<file path="src/rtl/mem_arbiter.sv">
// Two-requester OBI arbiter in front of the SoC's single-port unified memory.
// Fetch and load/store share one access per cycle; responses return with fixed latency 1.
module mem_arbiter #(
    parameter int ADDR_WIDTH = 32,
    parameter int DATA_WIDTH = 32,
    parameter int DATA_PRIO  = 0,
    parameter int CNT_WIDTH  = 16
) (
    input  logic                    clk_i,
    input  logic                    rst_ni,

    input  logic                    instr_req_i,
    input  logic [ADDR_WIDTH-1:0]   instr_addr_i,
    output logic                    instr_gnt_o,
    output logic                    instr_rvalid_o,
    output logic [DATA_WIDTH-1:0]   instr_rdata_o,

    input  logic                    data_req_i,
    input  logic                    data_we_i,
    input  logic [DATA_WIDTH/8-1:0] data_be_i,
    input  logic [ADDR_WIDTH-1:0]   data_addr_i,
    input  logic [DATA_WIDTH-1:0]   data_wdata_i,
    output logic                    data_gnt_o,
    output logic                    data_rvalid_o,
    output logic [DATA_WIDTH-1:0]   data_rdata_o,

    output logic                    mem_req_o,
    output logic                    mem_we_o,
    output logic [DATA_WIDTH/8-1:0] mem_be_o,
    output logic [ADDR_WIDTH-1:0]   mem_addr_o,
    output logic [DATA_WIDTH-1:0]   mem_wdata_o,
    input  logic [DATA_WIDTH-1:0]   mem_rdata_i,

    output logic [CNT_WIDTH-1:0]    conflict_cnt_o
);

    localparam int BE_WIDTH = DATA_WIDTH / 8;

    typedef enum logic {
        SRC_INSTR = 1'b0,
        SRC_DATA  = 1'b1
    } src_e;

    typedef struct packed {
        logic                  we;
        logic [BE_WIDTH-1:0]   be;
        logic [ADDR_WIDTH-1:0] addr;
        logic [DATA_WIDTH-1:0] wdata;
    } mem_cmd_t;

    src_e                 last_q;
    src_e                 owner_q;
    logic                 rvalid_q;
    logic [CNT_WIDTH-1:0] conflict_q;
    logic                 both_req;
    logic                 pick_data;
    mem_cmd_t             mem_cmd;

    assign both_req = instr_req_i & data_req_i;

    // On a tie, round-robin hands the slot to whoever did not win last time.
    always_comb begin
        pick_data = data_req_i;
        if (both_req && (DATA_PRIO == 0))
            pick_data = (last_q == SRC_INSTR);
    end

    // Nothing is accepted while reset is held, even with requests pending.
    assign instr_gnt_o = rst_ni & instr_req_i & ~pick_data;
    assign data_gnt_o  = rst_ni & data_req_i  &  pick_data;
    assign mem_req_o   = instr_gnt_o | data_gnt_o;

    // Idle cycles drive we=0 and be=0 so the memory cannot be disturbed.
    always_comb begin
        mem_cmd      = '0;
        mem_cmd.addr = instr_addr_i;
        if (data_gnt_o) begin
            mem_cmd.we    = data_we_i;
            mem_cmd.be    = data_be_i;
            mem_cmd.addr  = data_addr_i;
            mem_cmd.wdata = data_wdata_i;
        end else if (instr_gnt_o) begin
            mem_cmd.be    = '1;
        end
    end

    assign mem_we_o    = mem_cmd.we;
    assign mem_be_o    = mem_cmd.be;
    assign mem_addr_o  = mem_cmd.addr;
    assign mem_wdata_o = mem_cmd.wdata;

    always_ff @(posedge clk_i or negedge rst_ni) begin
        if (!rst_ni) begin
            last_q     <= SRC_DATA;
            owner_q    <= SRC_INSTR;
            rvalid_q   <= 1'b0;
            conflict_q <= '0;
        end else begin
            rvalid_q <= mem_req_o;
            if (mem_req_o) begin
                last_q  <= data_gnt_o ? SRC_DATA : SRC_INSTR;
                owner_q <= data_gnt_o ? SRC_DATA : SRC_INSTR;
            end
            if (both_req && (conflict_q != '1))
                conflict_q <= conflict_q + 1'b1;
        end
    end

    assign instr_rvalid_o = rvalid_q & (owner_q == SRC_INSTR);
    assign data_rvalid_o  = rvalid_q & (owner_q == SRC_DATA);
    assign instr_rdata_o  = mem_rdata_i;
    assign data_rdata_o   = mem_rdata_i;
    assign conflict_cnt_o = conflict_q;

endmodule
</file>
<file path="config.mk">
export PLATFORM = sky130hd
export DESIGN_NAME = mem_arbiter
export DESIGN_NICKNAME = d
export VERILOG_FILES = /design/src/rtl/mem_arbiter.sv
export SDC_FILE = /design/constraint.sdc
export NUM_CORES = 1
export LEC_CHECK = 0
export CAP_MARGIN = 15
export CORE_AREA = 5 5 110 112
export DETAILED_ROUTE_END_ITERATION = 10
export DIE_AREA = 0 0 115 117
export PLACE_DENSITY = 0.72
export SLEW_MARGIN = 20
export SYNTH_ARGS = -nofsm -noshare
export SYNTH_HDL_FRONTEND = slang
export SYNTH_SLANG_ARGS = --single-unit
</file>
<file path="constraint.sdc">
create_clock -name clk_i -period 2.6 [get_ports clk_i]
set_input_delay 0.65 -clock clk_i [delete_from_list [all_inputs] [get_ports clk_i]]
set_output_delay 0.65 -clock clk_i [all_outputs]
set_load 0.05 [all_outputs]
</file>
==> impl_metrics.json, run 1 <==
{
  "wirelength_um": 9723,
  "area_growth_pct": 120.2,
  "grt_pass1_vias": 2388,
  "maxSlewViolCount": 0,
  "hold_ws_ns": 0.3885,
  "synth_top_family_by_area": "buffers and inverters",
  "cts_buffers": 3,
  "clockBufferDepth": 2,
  "rsz0062_at_grt": "no",
  "cts_tree": "done",
  "finalHoldViolations": 0,
  "viasPerCell": 4.065,
  "design.core.area_um2": 11130,
  "grt_overflow_total": 0,
  "grt_max_degree": 25,
  "synth_cell_types": 34,
  "grt_pass1_wl_um": 14150,
  "synth.area.mux_share": 0.1827,
  "slew-limit-headroom": 0.6060,
  "clkLatencyLatePin_ns": 0.25,
  "cellPowerDensity_nw_per_um2": 475.3,
  "die_h_um": 117,
  "synth_fa_ha_area_frac": 0.006090,
  "cap_violations": 0,
  "port-buffer-count": 194,
  "tightest_slew_ns": 0.5866,
  "crit_arrival_ns": 1.84,
  "p_leak_nw": 1.936,
  "status": "finished clean",
  "routedWlPerCell_um": 19.10,
  "htreeDepth": 1,
  "grt_usage": 0.1366,
  "vias": 2069,
  "gp_congestion": 0.8367,
  "synth_warnings": 0,
  "fillCellCount": 1075,
  "r2r_end": "conflict_cnt_o[1]$_DFFE_PN0P_",
  "synthesis.area_um2": 2054,
  "worstSetupStartpointType": "primary input",
  "wl_met3_um": 850,
  "synth_compound_area_frac": 0.02741,
  "first_pass_iters": 4,
  "route.met2.wl_um": 5302,
  "hpwl_um": 7954,
  "synthCells": 224,
  "die_x_um": 115,
  "max_freq_ghz": 0.4011,
  "routedLengthMet1_um": 3482,
  "ctsHoldBuffers": 0,
  "synth_xor_area_frac": 0.06395,
  "ios": 291,
  "rrSetupSlack_ns": 0.78,
  "clockRootBuffer": "clkbuf_16",
  "crit_type": "primary input to primary output",
  "synth-seq-area-share": 0.2320,
  "reg2reg_depth": 4,
  "critPathMaxFanout": 5,
  "critical_path_required_ns": 1.95,
  "antenna_found_initial": 0,
  "avgSynthCellArea_um2": 9.172,
  "report.final.setup_viol": 0,
  "hp-class": "primary input to async pin",
  "clock_skew_ns": 0.002233,
  "rows": 39,
  "yosys.area_share.simple": 0.2339,
  "drt.antenna.violating_nets": 0,
  "fin_crit_ns": 2.493,
  "n_antenna_cell": 0,
  "nets": 505,
  "dieArea_um2": 13460,
  "finalSetupTns_ns": 0,
  "placed_area_um2": 4085,
  "initial_core_util": 0.1847,
  "end_kind": "primary output",
  "rr_startpoint": "conflict_cnt_o[4]$_DFFE_PN0P_",
  "final_area_um2": 4524,
  "syn_nets": 362,
  "ir_drop_v": 0.0005389,
  "remaining_drc_errors": 0,
  "drive_above_1_share": 0.4098,
  "top_layer_used": "met4",
  "cts.sinks": 19,
  "drt_iter0_drc": 60,
  "clk_pin_slew_worst_paths_ns": 0.05,
  "final_util": 0.4067,
  "min_period_over_period": 0.9588,
  "ys_seq_elements": 19
}
worst max path at each step:
stage / depth (start not counted) / startpoint / slack [ns] / end
2_1_floorplan: 4 / data_req_i / 0.14 / mem_wdata_o[24]
3_3_place_gp: 6 / rst_ni / -0.26 / mem_addr_o[19]
3_5_place_dp: 6 / rst_ni / -0.29 / mem_addr_o[19]
4_1_cts: 7 / data_req_i / -0.002 / mem_addr_o[12]
5_1_grt: 7 / rst_ni / 0.06 / mem_addr_o[19]
6_report: 7 / data_req_i / 0.11 / mem_addr_o[9]
sequential cells by signal, summed over array words and instances, names as in the netlist:
name	count
conflict_cnt_o	16
rvalid_q	1
owner_q	1
last_q	1
worst max-delay path, cell delays in order:
cell and delay (ns):
clkbuf_2 0.10, nand2_2 0.07, a21oi_4 0.18, buf_8 0.18
clkbuf_16 0.16, mux2_2 0.35, buf_6 0.16
power by group:
group          total [mW]  internal [mW]  switching, mW
sequential          0.464          0.364         0.0998
clock               0.314          0.208          0.105
combinational        1.37          0.629          0.744
cell type report:
class / count / area (µm²) / area share
inverter: 2 / 7.507 / 0.001659
clock buffer: 4 / 78.83 / 0.01742
timing repair buffer: 210 / 2654 / 0.5866
multi-input combinational: 131 / 1129 / 0.2494
tap: 143 / 178.9 / 0.03955
sequential: 19 / 476.7 / 0.1054
cells in the mapped netlist:
cell      count  area (µm²)
nor2b_1       1       6.260
dfstp_2       1       26.28
nor4_4        1       21.27
a21o_1        5       37.54
nor3_1        6       30.03
clkbuf_1      5       18.77
or4_4         1       11.26
and4_1        1       8.760
inv_1         2       7.510
buf_2         3       15.01
nor2_1        4       15.01
nand4_1       2       12.51
nor4_1        2       12.51
a21oi_2       1       8.760
nor4b_1       1       8.760
xnor2_1       1       8.760
nand3_1       4       20.02
xor2_1       14       122.6
and2_1       34       212.7
nand4_4       1       21.27
nand2_1       7       26.28
or2_2         3       18.77
mux2_2       32       360.4
nor3b_1       2       15.01
a21oi_1       1       5.000
nand2_2       1       6.260
buf_4        64       480.5
nor2_2        1       6.260
nor4b_2       1       15.01
o21ai_0       1       5.000
mux2_4        1       15.01
nand4_2       1       12.51
dfrtp_1      18       450.4
ha_1          1       12.51
cell usage in the layout (no fill, tap or decap), types with 2 or more instances in the layout:
cell type,netlist,layout
clkdlybuf4s50_1,0,119
buf_12,0,43
and2_1,34,25
buf_6,0,25
mux2_2,32,23
dfrtp_1,18,18
xor2_1,14,14
mux2_4,1,10
and2_4,0,9
buf_8,0,8
buf_4,64,7
nand2_1,7,6
nor3_1,6,6
a21o_1,5,5
clkbuf_16,0,5
nand3_1,4,4
nor2_1,4,4
buf_16,0,3
clkbuf_2,0,3
inv_1,2,2
nand2_2,1,2
or2_2,3,2
nand4_1,2,2
nor3b_1,2,2
nor4_1,2,2
cells by family after synthesis:
logic type	after synthesis
adder cells (fa/ha/maj)	1
AND/OR/NAND/NOR	74
multiplexers	33
XOR/XNOR	15
buffers and inverters	74
AO/OA/AOI/OAI	8
flip-flops	19
through the flow:
step / power [mW] / setup slack (ns) / cells
2_1_floorplan: 1.412 / 0.1355 / 224
3_3_place_gp: 1.720 / -0.2601 / 498
3_5_place_dp: 1.744 / -0.2856 / 498
4_1_cts: 2.143 / -0.001549 / 507
5_1_grt: 2.249 / 0.06004 / 509
6_report: 2.150 / 0.1071 / 509
per-layer routing:
layer / track usage / up-vias
met1: 0.1520 / 969
met2: 0.2593 / 130
met5: 0 / -
met3: 0.04576 / 7
met4: 0.01643 / 0
li1: - / 963
repair_timing:
action	CTS	global route
pin swaps	1	2
setup endpoints to repair	72	62
endpoints found under the hold margin	0	0
buffers inserted	2	0
cloned	3	2
gates resized for setup	56	17
Note: power is estimated with default switching activity, not from simulation.
==> run 2, diff against run 1 <==
--- a/config.mk
+++ b/config.mk
@@ -6,10 +6,10 @@
 export NUM_CORES = 1
 export LEC_CHECK = 0
 export CAP_MARGIN = 15
-export CORE_AREA = 5 5 110 112
+export CORE_AREA = 4 4 112 114
 export DETAILED_ROUTE_END_ITERATION = 10
-export DIE_AREA = 0 0 115 117
-export PLACE_DENSITY = 0.72
+export DIE_AREA = 0 0 116 118
+export PLACE_DENSITY = 0.6
 export SLEW_MARGIN = 20
 export SYNTH_ARGS = -nofsm -noshare
 export SYNTH_HDL_FRONTEND = slang
==> run 2 against run 1 <==
  * Final cell count decreased by 0.59%
  * Critical path depth unchanged
  * Sequential power about the same
  * Via count decreased by 0.92%
  * Fmax decreased by 2.4%
  * Largest cell class unchanged
  * Largest power group unchanged
  * Highest routed layer unchanged
==> impl_metrics.json, run 2 (synthesis gave the netlist of run 1 again) <==
{
  "report.final.setup_viol": 0,
  "power_mw": 2.151,
  "grt_usage": 0.1418,
  "power.share.clock": 0.147,
  "worstSetupStartpointType": "primary input",
  "drt.antenna.violating_nets": 0,
  "largest_reg_flops": 16,
  "clk_pin_slew_worst_paths_ns": 0.05,
  "rows": 39,
  "die_x_um": 116,
  "grt_overflow_total": 0,
  "dieArea_um2": 13690,
  "htreeDepth": 1,
  "ctsHoldBuffers": 0,
  "critical_path_required_ns": 1.95,
  "area_growth_pct": 118.8,
  "slew-limit-headroom": 0.6185,
  "max_freq_ghz": 0.3916,
  "drive_above_1_share": 0.3967,
  "cts_buffers": 3,
  "layout_commonest_cell": "clkdlybuf4s50_1",
  "routedWlPerCell_um": 20.00,
  "clockBufferDepth": 2,
  "remaining_drc_errors": 0,
  "hpwl_um": 8569,
  "end_kind": "primary output",
  "wirelength_um": 10120,
  "final_util": 0.3937,
  "grt_max_degree": 37,
  "clock_skew_ns": 0.005634,
  "fin_crit_ns": 2.554,
  "top_layer_used": "met4",
  "crit_type": "primary input to primary output",
  "finalHoldViolations": 0,
  "fillCellCount": 1139,
  "clkLatencyLatePin_ns": 0.25,
  "placed_area_um2": 4095,
  "pwr-share-seq": 0.216,
  "finalSetupTns_ns": 0,
  "switching_power_mw": 0.9547,
  "hp-class": "primary input to async pin",
  "cap_violations": 0,
  "gp_congestion": 0.7969,
  "status": "finished clean",
  "tightest_slew_ns": 0.5680,
  "viasPerCell": 4.051,
  "cellPowerDensity_nw_per_um2": 478.6,
  "rsz0062_at_grt": "yes",
  "power_switching_share": 0.4437,
  "internal_power_mw": 1.197,
  "ir_drop_v": 0.0005248,
  "cts.sinks": 19,
  "final_area_um2": 4496,
  "routedLengthMet1_um": 3946,
  "grt_pass1_wl_um": 14660,
  "ios": 291,
  "n_antenna_cell": 0,
  "min_period_over_period": 0.9821,
  "cts_tree": "done",
  "drt_iter0_drc": 98,
  "combinationalPowerShare": 0.638,
  "port-buffer-count": 194,
  "grt_pass1_vias": 2205,
  "p_leak_nw": 1.941,
  "maxSlewViolCount": 0,
  "final_cell_mix": "clkdlybuf4s50_1, buf_12, and2_1",
  "antenna_found_initial": 0,
  "dp_cells": 496,
  "crit_arrival_ns": 1.90,
  "initial_core_util": 0.1799,
  "route.met2.wl_um": 5132,
  "design.core.area_um2": 11420,
  "first_pass_iters": 4,
  "clockRootBuffer": "clkbuf_16",
  "nets": 502,
  "critPathMaxFanout": 36,
  "final_cells": 506,
  "vias": 2050,
  "die_h_um": 118,
  "wl_met3_um": 920
}
[run 2: final timing paths]
path                                                     from                             to  slack, ns  depth (start not counted)
worst max-delay path                               data_req_i                      mem_req_o       0.05                          7
max in group asynchronous                              rst_ni             last_q$_DFFE_PN1P_       2.00                          2
worst max register to register  conflict_cnt_o[4]$_DFFE_PN0P_  conflict_cnt_o[1]$_DFFE_PN0P_       0.81                          4
worst min register to register            owner_q$_DFFE_PN0P_            owner_q$_DFFE_PN0P_       0.50                          1
worst min-delay path                                   rst_ni  conflict_cnt_o[3]$_DFFE_PN0P_       0.36                          2
min in group clk_i                        owner_q$_DFFE_PN0P_            owner_q$_DFFE_PN0P_       0.50                          1
[run 2: per-layer routing]
metal | GRT usage | up-vias
li1 | - | 958
met5 | 0.007843 | -
met2 | 0.2403 | 147
met3 | 0.04524 | 10
met4 | 0.03191 | 0
met1 | 0.1728 | 935
[run 2: area by class of cell]
type,instances,area [µm²],area share
clock buffers,3,75.07,0.01670
well taps,143,178.9,0.03980
inverters,2,7.507,0.001670
clock inverters,1,5.005,0.001113
repair buffers,207,2606,0.5797
multi-input cells,131,1146,0.2549
flip-flops and latches,19,476.7,0.1060
[run 2: what timing repair did]
action | 4_1_cts | 5_1_grt
resized for setup | 32 | 39
pin swaps | 0 | 1
endpoints found under the setup margin | 71 | 48
setup buffers | 4 | 0
gates cloned | 3 | 0
[run 2: per-stage QoR]
stage / setup slack (ns) / hold WS (ns)
finish: 0.04644 / 0.3561
global route: -0.01067 / 0.3757
CTS: 0.0005340 / 0.4899
detailed placement: -0.3817 / 0.4894
global placement: -0.3846 / 0.4840
floorplan: 0.1355 / 0.3544
[run 2: critical path, stage by stage]
cell and delay [ns]:
clkdlybuf4s15_2 0.19, nand2_2 0.09, a21oi_4 0.04, buf_6 0.14, bufbuf_16 0.30, or2_2 0.32, buf_12 0.16
[run 2: power groups by stage]
stage	combinational (mW)	clock (mW)	sequential [mW]
2_1_floorplan	0.759	0	0.653
3_5_place_dp	1.29	0	0.468
4_1_cts	1.36	0.327	0.465
5_1_grt	1.43	0.335	0.483
3_3_place_gp	1.28	0	0.469
6_report	1.37	0.315	0.464
